$ cat src/rtl/debug_display_ctrl.sv
// -----------------------------------------------------------------------------
// debug_display_ctrl
//
// Board-display front end: picks one pair of debug channels and presents them
// as two display words plus a digit-enable mask for the seven-segment driver.
// Pair p shows ch[2p+1] on disp1 and ch[2p] on disp0.
//
// Modes (mode input, sampled every cycle into cur_mode_q):
//   00 MANUAL : pair follows sel (clamped to the last pair)
//   01 AUTO   : pair advances every DWELL cycles, wrapping to 0
//   10 STEP   : pair advances on each rising edge of step
//   11 FREEZE : all channels captured on entry; display shows the capture,
//               pair follows sel, digit enables blink every BLINK cycles
//
// Ports:
//   clock    in   system clock, rising edge
//   reset_L  in   asynchronous active-low reset
//   chData   in   NUM_CH*WIDTH flattened channels, ch[i] = chData[i*WIDTH +: WIDTH]
//   mode     in   2-bit mode select
//   sel      in   PW-bit requested pair (MANUAL / FREEZE)
//   step     in   debounced step level (STEP mode)
//   disp1    out  upper display word (registered)
//   disp0    out  lower display word (registered)
//   pairIdx  out  pair being displayed (registered)
//   turnOn   out  2*DIGITS digit enables (registered)
//   frozen   out  high while FREEZE is active (registered)
// -----------------------------------------------------------------------------
module debug_display_ctrl #(
    parameter int  WIDTH     = 16,
    parameter int  NUM_CH    = 8,
    parameter int  DWELL     = 50000000,
    parameter int  BLINK     = 25000000,
    localparam int DIGITS    = WIDTH / 4,
    localparam int NUM_PAIRS = NUM_CH / 2,
    localparam int PW        = (NUM_PAIRS > 1) ? $clog2(NUM_PAIRS) : 1
) (
    input  logic                    clock,
    input  logic                    reset_L,
    input  logic [NUM_CH*WIDTH-1:0] chData,
    input  logic [1:0]              mode,
    input  logic [PW-1:0]           sel,
    input  logic                    step,
    output logic [WIDTH-1:0]        disp1,
    output logic [WIDTH-1:0]        disp0,
    output logic [PW-1:0]           pairIdx,
    output logic [2*DIGITS-1:0]     turnOn,
    output logic                    frozen
);

    localparam int DCW = (DWELL > 1) ? $clog2(DWELL) : 1;
    localparam int BCW = (BLINK > 1) ? $clog2(BLINK) : 1;

    localparam logic [DCW-1:0] DWELL_LAST = DCW'(DWELL - 1);
    localparam logic [BCW-1:0] BLINK_LAST = BCW'(BLINK - 1);
    localparam logic [PW-1:0]  LAST_PAIR  = PW'(NUM_PAIRS - 1);

    typedef enum logic [1:0] {
        MODE_MANUAL = 2'b00,
        MODE_AUTO   = 2'b01,
        MODE_STEP   = 2'b10,
        MODE_FREEZE = 2'b11
    } mode_e;

    // State
    mode_e                   cur_mode_q, cur_mode_d;
    logic [PW-1:0]           pair_q, pair_d;
    logic [DCW-1:0]          dwell_q, dwell_d;
    logic [BCW-1:0]          blink_q, blink_d;
    logic [2*DIGITS-1:0]     turn_on_q, turn_on_d;
    logic                    frozen_q, frozen_d;
    logic                    step_prev_q, step_prev_d;
    logic [NUM_CH*WIDTH-1:0] snapshot_q, snapshot_d;
    logic [WIDTH-1:0]        disp1_q, disp1_d;
    logic [WIDTH-1:0]        disp0_q, disp0_d;

    // Unpacked views of the live and captured channels
    logic [WIDTH-1:0] live_ch [NUM_CH];
    logic [WIDTH-1:0] snap_ch [NUM_CH];

    for (genvar i = 0; i < NUM_CH; i++) begin : g_unpack
        assign live_ch[i] = chData[i*WIDTH +: WIDTH];
        assign snap_ch[i] = snapshot_q[i*WIDTH +: WIDTH];
    end

    // Clamp sel into the pair range. When the pair count fills the sel
    // width every encoding is already legal and no compare is needed.
    logic [PW-1:0] sel_clamped;
    if (NUM_PAIRS == (1 << PW)) begin : g_noclamp
        assign sel_clamped = sel;
    end else begin : g_clamp
        assign sel_clamped = (sel > LAST_PAIR) ? LAST_PAIR : sel;
    end

    logic [PW-1:0] pair_inc;
    assign pair_inc = (pair_q == LAST_PAIR) ? '0 : pair_q + 1'b1;

    mode_e mode_in;
    logic  mode_change;
    logic  use_snap;

    assign mode_in     = mode_e'(mode);
    assign mode_change = (mode_in != cur_mode_q);
    // Only a cycle that stays in FREEZE shows the capture; the entry cycle
    // shows live data (identical to what is captured) and the exit cycle
    // already shows live data.
    assign use_snap    = (cur_mode_q == MODE_FREEZE) && !mode_change;

    always_comb begin
        cur_mode_d  = mode_in;
        step_prev_d = step;
        frozen_d    = (mode_in == MODE_FREEZE);
        pair_d      = pair_q;
        dwell_d     = dwell_q;
        blink_d     = blink_q;
        turn_on_d   = turn_on_q;
        snapshot_d  = snapshot_q;

        if (mode_change) begin
            // A mode change only resets timers; it never moves the pair,
            // so a step edge coinciding with it is dropped.
            dwell_d = '0;
            blink_d = '0;
            if (cur_mode_q == MODE_FREEZE) begin
                turn_on_d = '1;
            end
            if (mode_in == MODE_FREEZE) begin
                snapshot_d = chData;
            end
        end else begin
            case (cur_mode_q)
                MODE_MANUAL: begin
                    pair_d = sel_clamped;
                end
                MODE_AUTO: begin
                    if (dwell_q == DWELL_LAST) begin
                        dwell_d = '0;
                        pair_d  = pair_inc;
                    end else begin
                        dwell_d = dwell_q + 1'b1;
                    end
                end
                MODE_STEP: begin
                    if (step && !step_prev_q) begin
                        pair_d = pair_inc;
                    end
                end
                MODE_FREEZE: begin
                    pair_d = sel_clamped;
                    if (blink_q == BLINK_LAST) begin
                        blink_d   = '0;
                        turn_on_d = ~turn_on_q;
                    end else begin
                        blink_d = blink_q + 1'b1;
                    end
                end
                default: begin
                    pair_d = pair_q;
                end
            endcase
        end

        // Data follows the next pair so pair and words update together.
        if (use_snap) begin
            disp1_d = snap_ch[{pair_d, 1'b1}];
            disp0_d = snap_ch[{pair_d, 1'b0}];
        end else begin
            disp1_d = live_ch[{pair_d, 1'b1}];
            disp0_d = live_ch[{pair_d, 1'b0}];
        end
    end

    always_ff @(posedge clock or negedge reset_L) begin
        if (!reset_L) begin
            cur_mode_q  <= MODE_MANUAL;
            pair_q      <= '0;
            dwell_q     <= '0;
            blink_q     <= '0;
            turn_on_q   <= '1;
            frozen_q    <= 1'b0;
            step_prev_q <= 1'b0;
            snapshot_q  <= '0;
            disp1_q     <= '0;
            disp0_q     <= '0;
        end else begin
            cur_mode_q  <= cur_mode_d;
            pair_q      <= pair_d;
            dwell_q     <= dwell_d;
            blink_q     <= blink_d;
            turn_on_q   <= turn_on_d;
            frozen_q    <= frozen_d;
            step_prev_q <= step_prev_d;
            snapshot_q  <= snapshot_d;
            disp1_q     <= disp1_d;
            disp0_q     <= disp0_d;
        end
    end

    assign disp1   = disp1_q;
    assign disp0   = disp0_q;
    assign pairIdx = pair_q;
    assign turnOn  = turn_on_q;
    assign frozen  = frozen_q;

endmodule
$ cat config.mk
export PLATFORM = sky130hd
export DESIGN_NAME = debug_display_ctrl
export DESIGN_NICKNAME = d
export VERILOG_FILES = /design/src/rtl/debug_display_ctrl.sv
export SDC_FILE = /design/constraint.sdc
export NUM_CORES = 1
export LEC_CHECK = 0
export ABC_AREA = 1
export BUFFER_PORTS_ARGS = -buffer_cell sky130_fd_sc_hd__buf_2
export CORE_ASPECT_RATIO = 0.75
export CORE_UTILIZATION = 45
export DETAILED_ROUTE_END_ITERATION = 10
export PLACE_DENSITY = 0.65
export SKIP_CTS_REPAIR_TIMING = 1
export SLEW_MARGIN = 20
export SYNTH_ARGS = -nofsm -noshare
export SYNTH_HDL_FRONTEND = slang
export SYNTH_SLANG_ARGS = --single-unit
$ cat constraint.sdc
create_clock -name clock -period 3.7 [get_ports clock]
set_input_delay 0.74 -clock clock [delete_from_list [all_inputs] [get_ports clock]]
set_output_delay 0.74 -clock clock [all_outputs]
set_load 0.01 [all_outputs]
== Word-level counts from Yosys, hierarchy flattened ==
Cells that the tools add are included.
Widths: inputs -> output; s select.
Storage, ports and cells
  register bits: 225
  bits of input ports: 135
Operators by class
  add/sub/neg operators: 3
  $lt $le $gt $ge: 2
  eq/ne operators: 8
  muxes and demuxes: 29
  bitwise operators: 3
  reduce and logical (&&, ||, !) cells: 11
Operators by type and width (number)
  $bmux 16 s3: 4
  $mux 16: 10
  $mux 26: 3
  $mux 25: 3
  $mux 8: 4
  $add 26x1->26 const B: 1
  $eq 26x26->1 const B: 1
  $add 25x1->25 const B: 1
  $eq 25x25->1 const B: 1
  $eq 2x2->1 const B: 4
  $ge 4x4->1 const B: 2
  $mux 2: 4
  $not 3->4: 2
  $not 8->8: 1
  $pmux 2 s3: 1
  $reduce_bool 2->1: 3
  $reduce_and 2->1: 2
  $add 2x1->2 const B: 1
  $eq 2x1->1 const B: 1
  $logic_and 1x1->1: 2
  $logic_not 1->1: 2
  $logic_not 2->1: 1
  $ne 2x2->1: 1
  $reduce_or 2->1: 1

== Logic depth before layout (Yosys ltp) ==
Gate-level depths: netlist (run 1).
  word-level depth: 10
  mapped depth: 17
  gate-level depth less buffers: 15

== Worst setup path before layout (run 1) ==
Ideal clock, no wire load.
  path kind: in2reg
  start: in mode[0]
  end: reg disp0_q[10] (netlist: disp0[10])
  data arrival time: 2.041 ns
  data required time: 3.583 ns
  path slack: 1.542 ns
  stages on the path: 10
  buffers on the path: 2
  cell sequence: xnor2_1 > nand2_2 > nand2_1 > clkbuf_1 > clkbuf_1 > nand3_1 > nand3_1 > nand2_1 > nand2_1 > nand2_1
Between the ends
  longest elaborated chain between the ends: 7
  elaborated cells on any way between the ends: 12
  classes of those cells: eq/ne: 1; mux: 8; bitwise: 1; reduce/logical: 2
Ends and longest elaborated chain
  from (decl): line 40  | input logic [1:0] mode,
  $ne 2x2->1 (*): line 102  | assign mode_change = (mode_in != cur_mode_q);
  $mux 2: line 118  | if (mode_change) begin
  $not 3->4 (implied by the code): line 165, 168
  $bmux 16 s3 (on tied branches): line 168, 165
  $mux 16 (on tied branches) (2 in a row): line 168, 165
  $mux 16 (*): line 163  | if (use_snap) begin
  named net disp0_d[10]: line 74  | logic [WIDTH-1:0] disp0_q, disp0_d;
  to (signal assigned): line 194  | disp0_q <= disp0_d;
  to (decl): line 74
Mark *: on every way through the listed nets, which the timed path passes. The rest lies on a longest branch. The select of a mux whose other input is x is not followed.
A chain may end at the register's enable or synchronous reset.

== Final worst setup path (run 1) ==
  start: reg pair_q[0] (netlist: pairIdx[0])
  end: reg disp0_q[2] (netlist: disp0[2])
Between the ends
  longest elaborated chain between the ends: 10
  elaborated cells on any way between the ends: 15
  classes of those cells: add/sub: 1; eq/ne: 1; mux: 12; bitwise: 1
Ends and longest elaborated chain
  from (decl): line 66  | logic [PW-1:0] pair_q, pair_d;
  from (signal assigned): line 186  | pair_q <= pair_d;
  $add 2x1->2 / $eq 2x2->1 (equally long branches): line 95  | assign pair_inc = (pair_q == LAST_PAIR) ? '0 : pair_q + 1'b1;
  $mux 2: line 95
  $mux 2 (on tied branches): line 143, 135
  $pmux 2 s3: line 130  | case (cur_mode_q)
  $mux 2 (*): line 118
  $not 3->4 (implied by the code) (*): line 165, 168
  $bmux 16 s3 (on tied branches): line 168, 165
  $mux 16 (on tied branches) (2 in a row): line 168, 165
  $mux 16 (*): line 163
  named net disp0_d[2]: line 74
Marked as above.

==> flow_metrics.py, run 1 <==
metrics = {
    "power": {
        "pwr-share-comb": 0.286,
        "p_seq_frac": 0.401,
        "p_total_w": 0.007807,
        "p_leak_nw": 7.790,
        "irDropWorstVdd_uv": 268.5,
        "p_per_area_nw_per_um2": 538.2,
        "power_switching_w": 0.002645,
        "p_int_w": 0.005162,
        "p_sw_frac": 0.3388,
        "clockPowerShare": 0.313,
    },
    "placement": {
        "port_buffers": 177,
        "dp_hpwl_um": 21360,
        "routabilityCongestion": 0.9042,
    },
    "global_route": {
        "grt_overflow_total": 0,
        "grt_max_degree": 129,
        "antenna_found_initial": 1,
        "grt_pass1_wl_um": 54920,
        "grt_usage": 0.2324,
        "grt_pass1_vias": 10620,
    },
    "worst_setup_path": {
        "r2r_end": "disp0[2]",
        "cp.required_ps": 4110,
        "worstSetupStartpointType": "flip-flop",
        "critPathArrivalTime_ps": 3100,
        "worstPathMaxFanout": 118,
        "r2r_slack_ps": 1010,
        "worst_setup_path_end_kind": "flip-flop",
        "reg2reg_from": "pairIdx[0]",
        "worst-setup-path-type": "reg2reg",
        "worst-r2r-cell-count": 13,
    },
    "synth": {
        "yosysTopAreaCellShare": 0.4293,
        "dominantRegCellSynth": "dfrtp_1",
        "ys_warn_count": 0,
        "yosys.cell_count.top_type": "nand2_1",
        "syn-num-nets": 1920,
        "netlist_instances": 1778,
        "synth.distinct_cells": 41,
        "synth_top_area_cell": "dfrtp_1",
        "synth-edff-count": 0,
        "synth_seq_cells": 225,
        "synthTopCellsByArea": "dfrtp_1 43%, nand2_1 15%, nand3_1 12%",
        "synth_async_sr_flop_share": 1.000,
        "mappedNetlistArea_um2": 12650,
        "syn_area_per_cell_um2": 7.114,
        "synth_common_cells": "518 x nand2_1, 308 x inv_1, 292 x nand3_1, 217 x dfrtp_1, 143 x o21ai_0",
        "synth_seq_area_share": 0.4459,
    },
    "final_layout": {
        "register_area_um2": 5640,
        "multi_input_area_um2": 5313,
        "area_delta_synth_final_pct": 14.68,
        "drive_above_1_share": 0.1351,
        "nFillCells": 2693,
        "finalNetCount": 2048,
        "finish.utilization": 0.5308,
    },
    "route": {
        "initialDrtViolationCount": 1033,
        "wl_um": 32910,
        "postRouteAntennaNets": 0,
        "viasPerCell": 5.042,
        "vias": 11480,
        "wl_per_cell_um": 14.46,
        "first_pass_iters": 5,
        "drc": 0,
    },
    "floorplanning": {
        "die_x_um": 195.6,
        "start_util": 0.4629,
        "row_count": 52,
        "dieHeight_um": 147.2,
        "core_area_um2": 27330,
        "io_pins": 178,
        "die_area_um2": 28790,
    },
    "timing": {
        "fmax_mhz": 371.7,
        "whs_ps": 160.6,
        "rsz0062_at_grt": "false",
        "slew_headroom": 0.2621,
        "tns_ps": 0,
        "hold_violations": 0,
        "skew_ps": 14.36,
        "post-route-period-util": 0.7272,
        "maxSlewViolCount": 0,
        "tightest_slew_ps": 1099,
        "period_minus_slack_ps": 2691,
        "setup_viol": 0,
    },
    "clocking": {
        "clk_latency_ps": 520,
        "numCtsBuffers": 25,
        "clk_pin_slew_ps": 60,
        "cts-root-buf": "clkbuf_16",
        "cts_buffer_depth": 3,
        "cts.sinks": 225,
        "cts_tree": "done",
        "htreeDepth": 1,
    },
    "hold_path": {
        "worstHoldPathType": "in2async",
    },
    "outcome": {
        "status": "completed",
    },
    "flow_run": {
        "max-cap-violations": 0,
    },
}
## placed cells by master (no fill, tap or decap), drive strengths merged, types with 2 or more instances in the layout
cell	count
a211oi	4
xnor2	2
o21ai	144
dfrtp	217
xor2	16
a31oi	7
nor4	7
a221oi	2
nor2	64
o41ai	3
o22ai	2
nor3	20
ha	7
inv	310
clkinv	5
nand3	293
nand2	521
o21a	6
dfstp	8
buf	198
a21oi	26
clkbuf	39
nand4	12
## layer usage
layer / wire length, um / share of wire / up-vias / GRT usage
met3: 1845 / 0.056 / 41 / 0.03375
met2: 13890 / 0.42 / 336 / 0.3414
met1: 16530 / 0.50 / 5276 / 0.3573
met4: 646 / 0.020 / 0 / 0.05512
li1: - / - / 5822 / -
met5: 0 / 0 / - / 0
## stage by stage
stage,cells,cell area [um^2],setup slack (ps)
after floorplan,1778,12650,1542
after global placement,2230,13710,887.2
after detailed placement,2230,13710,768.8
after CTS,2275,14500,1034
after global routing,2276,14510,732.7
final,2276,14510,1009
## layout make-up
type                    count  share of cell area
multi-input cells        1146              0.3663
flip-flops and latches    225              0.3889
repair buffers            198             0.07953
inverters                 310             0.08022
clock buffers              39             0.05089
well taps                 351             0.03028
diodes                      1           0.0001725
clock inverters             6            0.003795
## power groups by stage
| stage | logic [W] | clock network [W] | registers (W) |
|---|---|---|---|
| 2_1_floorplan | 0.00156 | 0 | 0.00321 |
| 3_3_place_gp | 0.00220 | 0 | 0.00317 |
| 3_5_place_dp | 0.00224 | 0 | 0.00317 |
| 4_1_cts | 0.00225 | 0.00251 | 0.00313 |
| 5_1_grt | 0.00256 | 0.00261 | 0.00318 |
| 6_report | 0.00223 | 0.00245 | 0.00313 |
## registers in the layout, summed over array words and instances (netlist names)
register / cells
turnOn: 8
dwell_q: 26
snapshot_q: 128
disp1: 16
pairIdx: 2
frozen: 1
disp0: 16
step_prev_q: 1
blink_q: 25
cur_mode_q: 2
## worst max-delay path, cell delays in order (launching register included)
cell,delay (ps)
dfrtp_1,460
ha_1,230
or2_2,290
nand2_1,70
o211ai_1,80
a21oi_1,260
nand2_4,100
nand2_4,150
buf_12,360
nand2_1,110
nand3_1,110
nand2_1,60
nand2_1,50
nand2_1,50
## cells by family after synthesis
group,Yosys count,synth area share
buffers and inverters,407,0.1374
xor gates and xnor gates,18,0.01246
and+or+nand+nor,920,0.3103
adders and majority gates,7,0.006924
AOI/OAI and AO/OA,201,0.08695
DFF,225,0.4459
## worst max path at each step
stage,from,to,slack (ps),cells after the start
2_1_floorplan,mode[0],disp0[10],1540,10
3_3_place_gp,mode[0],disp0[1],890,11
3_5_place_dp,mode[0],disp0[4],770,11
4_1_cts,pairIdx[0],disp1[6],1030,13
5_1_grt,dwell_q[0],disp1[6],730,15
6_report,pairIdx[0],disp0[2],1010,13
Note: power is estimated with default switching activity, not from simulation.
==> inputs of run 2 (changes only) <==
==> constraint.sdc (replaced) <==
create_clock -name clock -period 2.65 [get_ports clock]
set_input_delay 0.53 -clock clock [delete_from_list [all_inputs] [get_ports clock]]
set_output_delay 0.53 -clock clock [all_outputs]
set_load 0.01 [all_outputs]
==> run 2 against run 1 <==
Effect of this change: maximum frequency rose by 11%; register-to-register slack got worse by 780 ps; hold slack got worse by 30 ps; global-route usage rose by 0.55 points; non-clock buffer count rose by 13; sequential share of layout area fell by 0.75 points; critical path depth rose by 2; clock skew rose by 2.2 ps; clock-buffer cell count fell by 5; utilization rose by 1.0 points; design area rose by 2.0%; largest cell class unchanged; largest power group unchanged.
==> flow_metrics.py, run 2 (same netlist as run 1, synthesis figures left out) <==
metrics = {
    "timing": {
        "fmax_mhz": 413.6,
        "period_minus_slack_ps": 2418,
        "hold_violations": 0,
        "maxSlewViolCount": 0,
        "slew_headroom": 0.5969,
        "whs_ps": 130.4,
        "post-route-period-util": 0.9124,
        "rsz0062_at_grt": "false",
        "tns_ps": 0,
        "final.setup.worst_slack_ps": 232.2,
        "skew_ps": 16.52,
        "setup_viol": 0,
        "tightest_slew_ps": 599.2,
    },
    "power": {
        "clockPowerShare": 0.329,
        "p_seq_frac": 0.388,
        "p_per_area_nw_per_um2": 764.6,
        "irDropWorstVdd_uv": 423.7,
        "p_int_w": 0.007548,
        "p_sw_frac": 0.3325,
        "power_switching_w": 0.003760,
        "p_total_w": 0.01131,
        "p_leak_nw": 7.930,
        "pwr-share-comb": 0.283,
    },
    "route": {
        "initialDrtViolationCount": 1043,
        "first_pass_iters": 6,
        "drc": 0,
        "wl_per_cell_um": 14.66,
        "viasPerCell": 5.090,
        "wl_um": 33580,
        "vias": 11660,
        "postRouteAntennaNets": 0,
    },
    "placement": {
        "preCtsSetupSlack_ps": 259.9,
        "dp_hpwl_um": 22120,
        "place_area_um2": 13900,
        "routabilityCongestion": 0.9353,
        "port_buffers": 177,
    },
    "floorplanning": {
        "core_area_um2": 27330,
        "dieHeight_um": 147.2,
        "start_util": 0.4629,
        "die_area_um2": 28790,
        "io_pins": 178,
        "die_x_um": 195.6,
        "row_count": 52,
    },
    "final_layout": {
        "largest_register_ffs": 128,
        "area_delta_synth_final_pct": 16.94,
        "finalNetCount": 2061,
        "regMostFlops": "snapshot_q",
        "final_area_um2": 14790,
        "drive_above_1_share": 0.1429,
        "final_cell_mix": "515 x nand2_1, 308 x inv_1, 292 x nand3_1",
        "nFillCells": 2727,
        "final_common_cell": "nand2_1",
        "reg.largest.list": "snapshot_q x128, dwell_q x26, blink_q x25",
    },
    "worst_setup_path": {
        "worstSetupStartpointType": "flip-flop",
        "critPathArrivalTime_ps": 2830,
        "worstPathMaxFanout": 48,
        "worst_setup_path_end_kind": "flip-flop",
        "worst-setup-path-type": "reg2reg",
        "cp.required_ps": 3070,
    },
    "clocking": {
        "clk_latency_ps": 530,
        "cts_tree": "done",
        "clk_pin_slew_ps": 60,
        "cts_buffer_depth": 3,
        "numCtsBuffers": 25,
        "cts.sinks": 225,
        "cts-root-buf": "clkbuf_16",
        "htreeDepth": 1,
    },
    "global_route": {
        "gr-usage-met2": 0.3582,
        "antenna_found_initial": 2,
        "top_usage_layer": "met1",
        "met1_usage": 0.3604,
        "grt_max_degree": 95,
        "use_met3": 0.03329,
        "grt_pass1_wl_um": 56090,
        "grt_overflow_total": 0,
        "grt_pass1_vias": 10810,
        "grt_usage": 0.2378,
    },
    "outcome": {
        "status": "completed",
    },
    "hold_path": {
        "worstHoldPathType": "in2reg",
    },
    "flow_run": {
        "max-cap-violations": 0,
    },
}
## run 2: cell types whose count changed in the layout (fill, tap and decap cells not counted), sizes merged
cell | before | now
clkinv | 5 | 6
diode | 1 | 2
buf | 198 | 210
clkinvlp | 0 | 1
dlygate4sd3 | 0 | 1
clkbuf | 39 | 34
inv | 310 | 311
bufinv | 1 | 4
## run 2: cell type report
type	instances	area, um^2	share of cell area
multi-input combinational	1146	5313	0.3592
timing repair buffer	211	1354	0.09153
clock inverter	12	166.4	0.01125
tap	351	439.2	0.02969
clock buffer	34	709.4	0.04797
inverter	310	1164	0.07867
sequential	225	5640	0.3814
antenna	2	5.005	0.0003384
## run 2: routing by layer
layer / share of wire / up-vias
li1: - / 5857
met1: 0.49 / 5409
met2: 0.43 / 360
met3: 0.063 / 35
met4: 0.017 / 0
met5: 0 / -
## run 2: per-stage QoR
step,instances,util
after global routing,2291,0.5413
after detailed placement,2242,0.5087
after CTS,2288,0.5407
final,2291,0.5413
after global placement,2242,0.5087
after floorplan,1778,-
## run 2: path summary, 6_finish.rpt
path                            startpoint               to  slack [ps]  depth (start not counted)
setup / recovery                dwell_q[1]         disp1[1]         230                         15
hold / removal                        step      step_prev_q         130                          1
setup reg to reg                dwell_q[1]         disp1[1]         230                         15
hold reg to reg            snapshot_q[105]  snapshot_q[105]         480                          2
max in group asynchronous          reset_L       dwell_q[0]        1420                          3
min in group asynchronous          reset_L      blink_q[16]         540                          2
## run 2: power groups by stage
stage               logic, W  registers (W)  clock network (W)
floorplan            0.00218        0.00448                  0
global route         0.00366        0.00446            0.00394
finish               0.00320        0.00439            0.00372
global placement     0.00317        0.00443                  0
CTS                  0.00322        0.00438            0.00380
detailed placement   0.00322        0.00443                  0
## run 2: critical path, stage by stage (launching register included)
cell and delay (ps):
dfrtp_1 400, ha_1 200, nand2_1 80, nor2_2 180, nand2_1 90, nor2_2 140
nand3_1 100, nand3_1 140, nand2_4 110, nand2_4 250, buf_12 260, nand2_1 70
nand3_1 70, nand2_1 50, nand2_1 50, nand2_1 50
==> inputs of run 3 (changes only) <==
--- a/config.mk
+++ b/config.mk
@@ -8,9 +8,10 @@
 export ABC_AREA = 1
 export BUFFER_PORTS_ARGS = -buffer_cell sky130_fd_sc_hd__buf_2
 export CORE_ASPECT_RATIO = 0.75
-export CORE_UTILIZATION = 45
+export CORE_MARGIN = 4
+export CORE_UTILIZATION = 39
 export DETAILED_ROUTE_END_ITERATION = 10
-export PLACE_DENSITY = 0.65
+export PLACE_DENSITY = 0.63
 export SKIP_CTS_REPAIR_TIMING = 1
 export SLEW_MARGIN = 20
 export SYNTH_ARGS = -nofsm -noshare
==> run 3 against run 2 <==
Effect of this change: clock power fell by 1%; clock skew decreased by 4.5 ps; clock-buffer cell count is 3 higher; die area is 23% higher; critical path type unchanged; largest cell class unchanged; largest power group unchanged.
==> flow_metrics.py, run 3 (same netlist as run 1, synthesis figures left out) <==
metrics = {
    "timing": {
        "fmax_mhz": 415.0,
        "skew_ps": 12.02,
        "rsz0062_at_grt": "false",
        "tns_ps": 0,
        "whs_ps": 124.9,
        "hold_violations": 0,
        "maxSlewViolCount": 0,
        "slew_headroom": 0.5979,
        "post-route-period-util": 0.9093,
        "period_minus_slack_ps": 2410,
        "tightest_slew_ps": 598.5,
        "setup_viol": 0,
    },
    "clocking": {
        "cts_tree": "done",
        "clk_latency_ps": 540,
        "htreeDepth": 1,
        "numCtsBuffers": 25,
        "clk_pin_slew_ps": 60,
        "cts_buffer_depth": 3,
        "cts-root-buf": "clkbuf_16",
        "cts.sinks": 225,
    },
    "global_route": {
        "grt_overflow_total": 0,
        "grt_pass1_wl_um": 57320,
        "met1_usage": 0.2855,
        "grt_pass1_vias": 11180,
        "gr-usage-met2": 0.2989,
        "antenna_found_initial": 1,
        "grt_usage": 0.1958,
        "top_usage_layer": "met2",
        "grt_max_degree": 91,
        "use_met3": 0.03810,
    },
    "worst_setup_path": {
        "r2r_slack_ps": 240,
        "worstPathMaxFanout": 36,
        "cp.required_ps": 3070,
        "reg2reg_from": "pairIdx[0]",
        "worst-setup-path-type": "reg2reg",
        "r2r_end": "disp0[3]",
        "critPathArrivalTime_ps": 2830,
        "worst_setup_path_end_kind": "flip-flop",
        "worst-r2r-cell-count": 13,
        "worstSetupStartpointType": "flip-flop",
    },
    "placement": {
        "routabilityCongestion": 0.9053,
        "port_buffers": 177,
        "dp_cells": 2326,
        "dp_hpwl_um": 23620,
    },
    "route": {
        "drc": 0,
        "viasPerCell": 4.922,
        "vias": 11680,
        "wl_per_cell_um": 14.82,
        "wl_um": 35160,
        "postRouteAntennaNets": 0,
        "initialDrtViolationCount": 844,
        "first_pass_iters": 6,
    },
    "floorplanning": {
        "core_area_um2": 31600,
        "io_pins": 178,
        "die_x_um": 215.9,
        "row_count": 56,
        "start_util": 0.4003,
        "die_area_um2": 35410,
        "dieHeight_um": 164.0,
    },
    "power": {
        "p_total_w": 0.01128,
        "p_per_area_nw_per_um2": 759.6,
        "pwr-share-comb": 0.285,
        "p_leak_nw": 7.909,
        "clockPowerShare": 0.326,
        "power_switching_w": 0.003772,
        "p_seq_frac": 0.389,
        "p_sw_frac": 0.3345,
        "p_int_w": 0.007505,
        "irDropWorstVdd_uv": 471.0,
    },
    "final_layout": {
        "area_delta_synth_final_pct": 17.37,
        "register_area_um2": 5640,
        "diodes": 0,
        "nFillCells": 3241,
        "final_common_cell": "nand2_1",
        "finalNetCount": 2061,
        "multi_input_area_um2": 5321,
        "final_cell_mix": "515 x nand2_1, 308 x inv_1, 292 x nand3_1",
        "finish.utilization": 0.4698,
        "reg.largest.list": "snapshot_q x128, dwell_q x26, blink_q x25",
        "regMostFlops": "snapshot_q",
        "finalNonFillerCells": 2373,
        "drive_above_1_share": 0.1424,
        "largest_register_ffs": 128,
    },
    "hold_path": {
        "worstHoldPathType": "in2reg",
        "holdPathStages": 1,
        "hold_start": "step",
        "holdPathEnd": "step_prev_q",
    },
    "outcome": {
        "status": "completed",
    },
    "flow_run": {
        "max-cap-violations": 0,
    },
}
## run 3: changes by cell type in the layout (fill, tap and decap cells not counted), moves of 2 or more
| cell | before | now |
|---|---|---|
| buf_12 | 16 | 12 |
| buf_4 | 17 | 20 |
| clkinv_2 | 6 | 4 |
| diode_2 | 2 | 0 |
| clkbuf_8 | 5 | 7 |
## run 3: worst max-delay path, stage by stage (launching register included)
cell and delay, ps:
dfrtp_1 460, ha_1 220, or2_2 290, nand2_1 60, o211ai_1 80, a21oi_1 270, nand2_4 150, nand2_8 180
buf_12 220, nand2_1 80, nand3_1 80, nand2_1 50, nand2_1 50, nand2_1 70
## run 3: power groups by stage
stage,Combinational (W),Sequential (W),Clock (W)
finish,0.00322,0.00439,0.00367
global route,0.00369,0.00446,0.00391
CTS,0.00324,0.00439,0.00378
detailed placement,0.00322,0.00444,0
global placement,0.00318,0.00442,0
floorplan,0.00218,0.00448,0
## run 3: how the worst max path moves through the flow
stage	start	to	cells past startpoint
final	pairIdx[0]	disp0[3]	13
after global routing	dwell_q[0]	disp0[13]	15
after CTS	pairIdx[0]	disp0[3]	13
after detailed placement	pairIdx[0]	disp1[2]	13
after global placement	pairIdx[0]	disp0[4]	13
after floorplan	pairIdx[0]	disp0[10]	13
## run 3: area by class of cell
| cell class | count | area share |
|---|---|---|
| clock buffer | 37 | 0.04989 |
| clock inverter | 9 | 0.008597 |
| inverter | 310 | 0.07838 |
| multi-input combinational | 1146 | 0.3584 |
| sequential | 225 | 0.3799 |
| tap | 435 | 0.03666 |
| timing repair buffer | 211 | 0.08807 |
## run 3: per-stage QoR
stage,instance area (um^2),worst slack [ps]
3_5_place_dp,13950,192.6
4_1_cts,14820,166.8
5_1_grt,14850,53.95
2_1_floorplan,12650,648.4
6_report,14850,240.4
3_3_place_gp,13950,258.3
## run 3: per-layer routing
layer | vias to the layer above | routed length, um
met1 | 5405 | 16900
met4 | 2 | 977
met5 | - | 10
met3 | 62 | 2252
li1 | 5856 | -
met2 | 356 | 15020
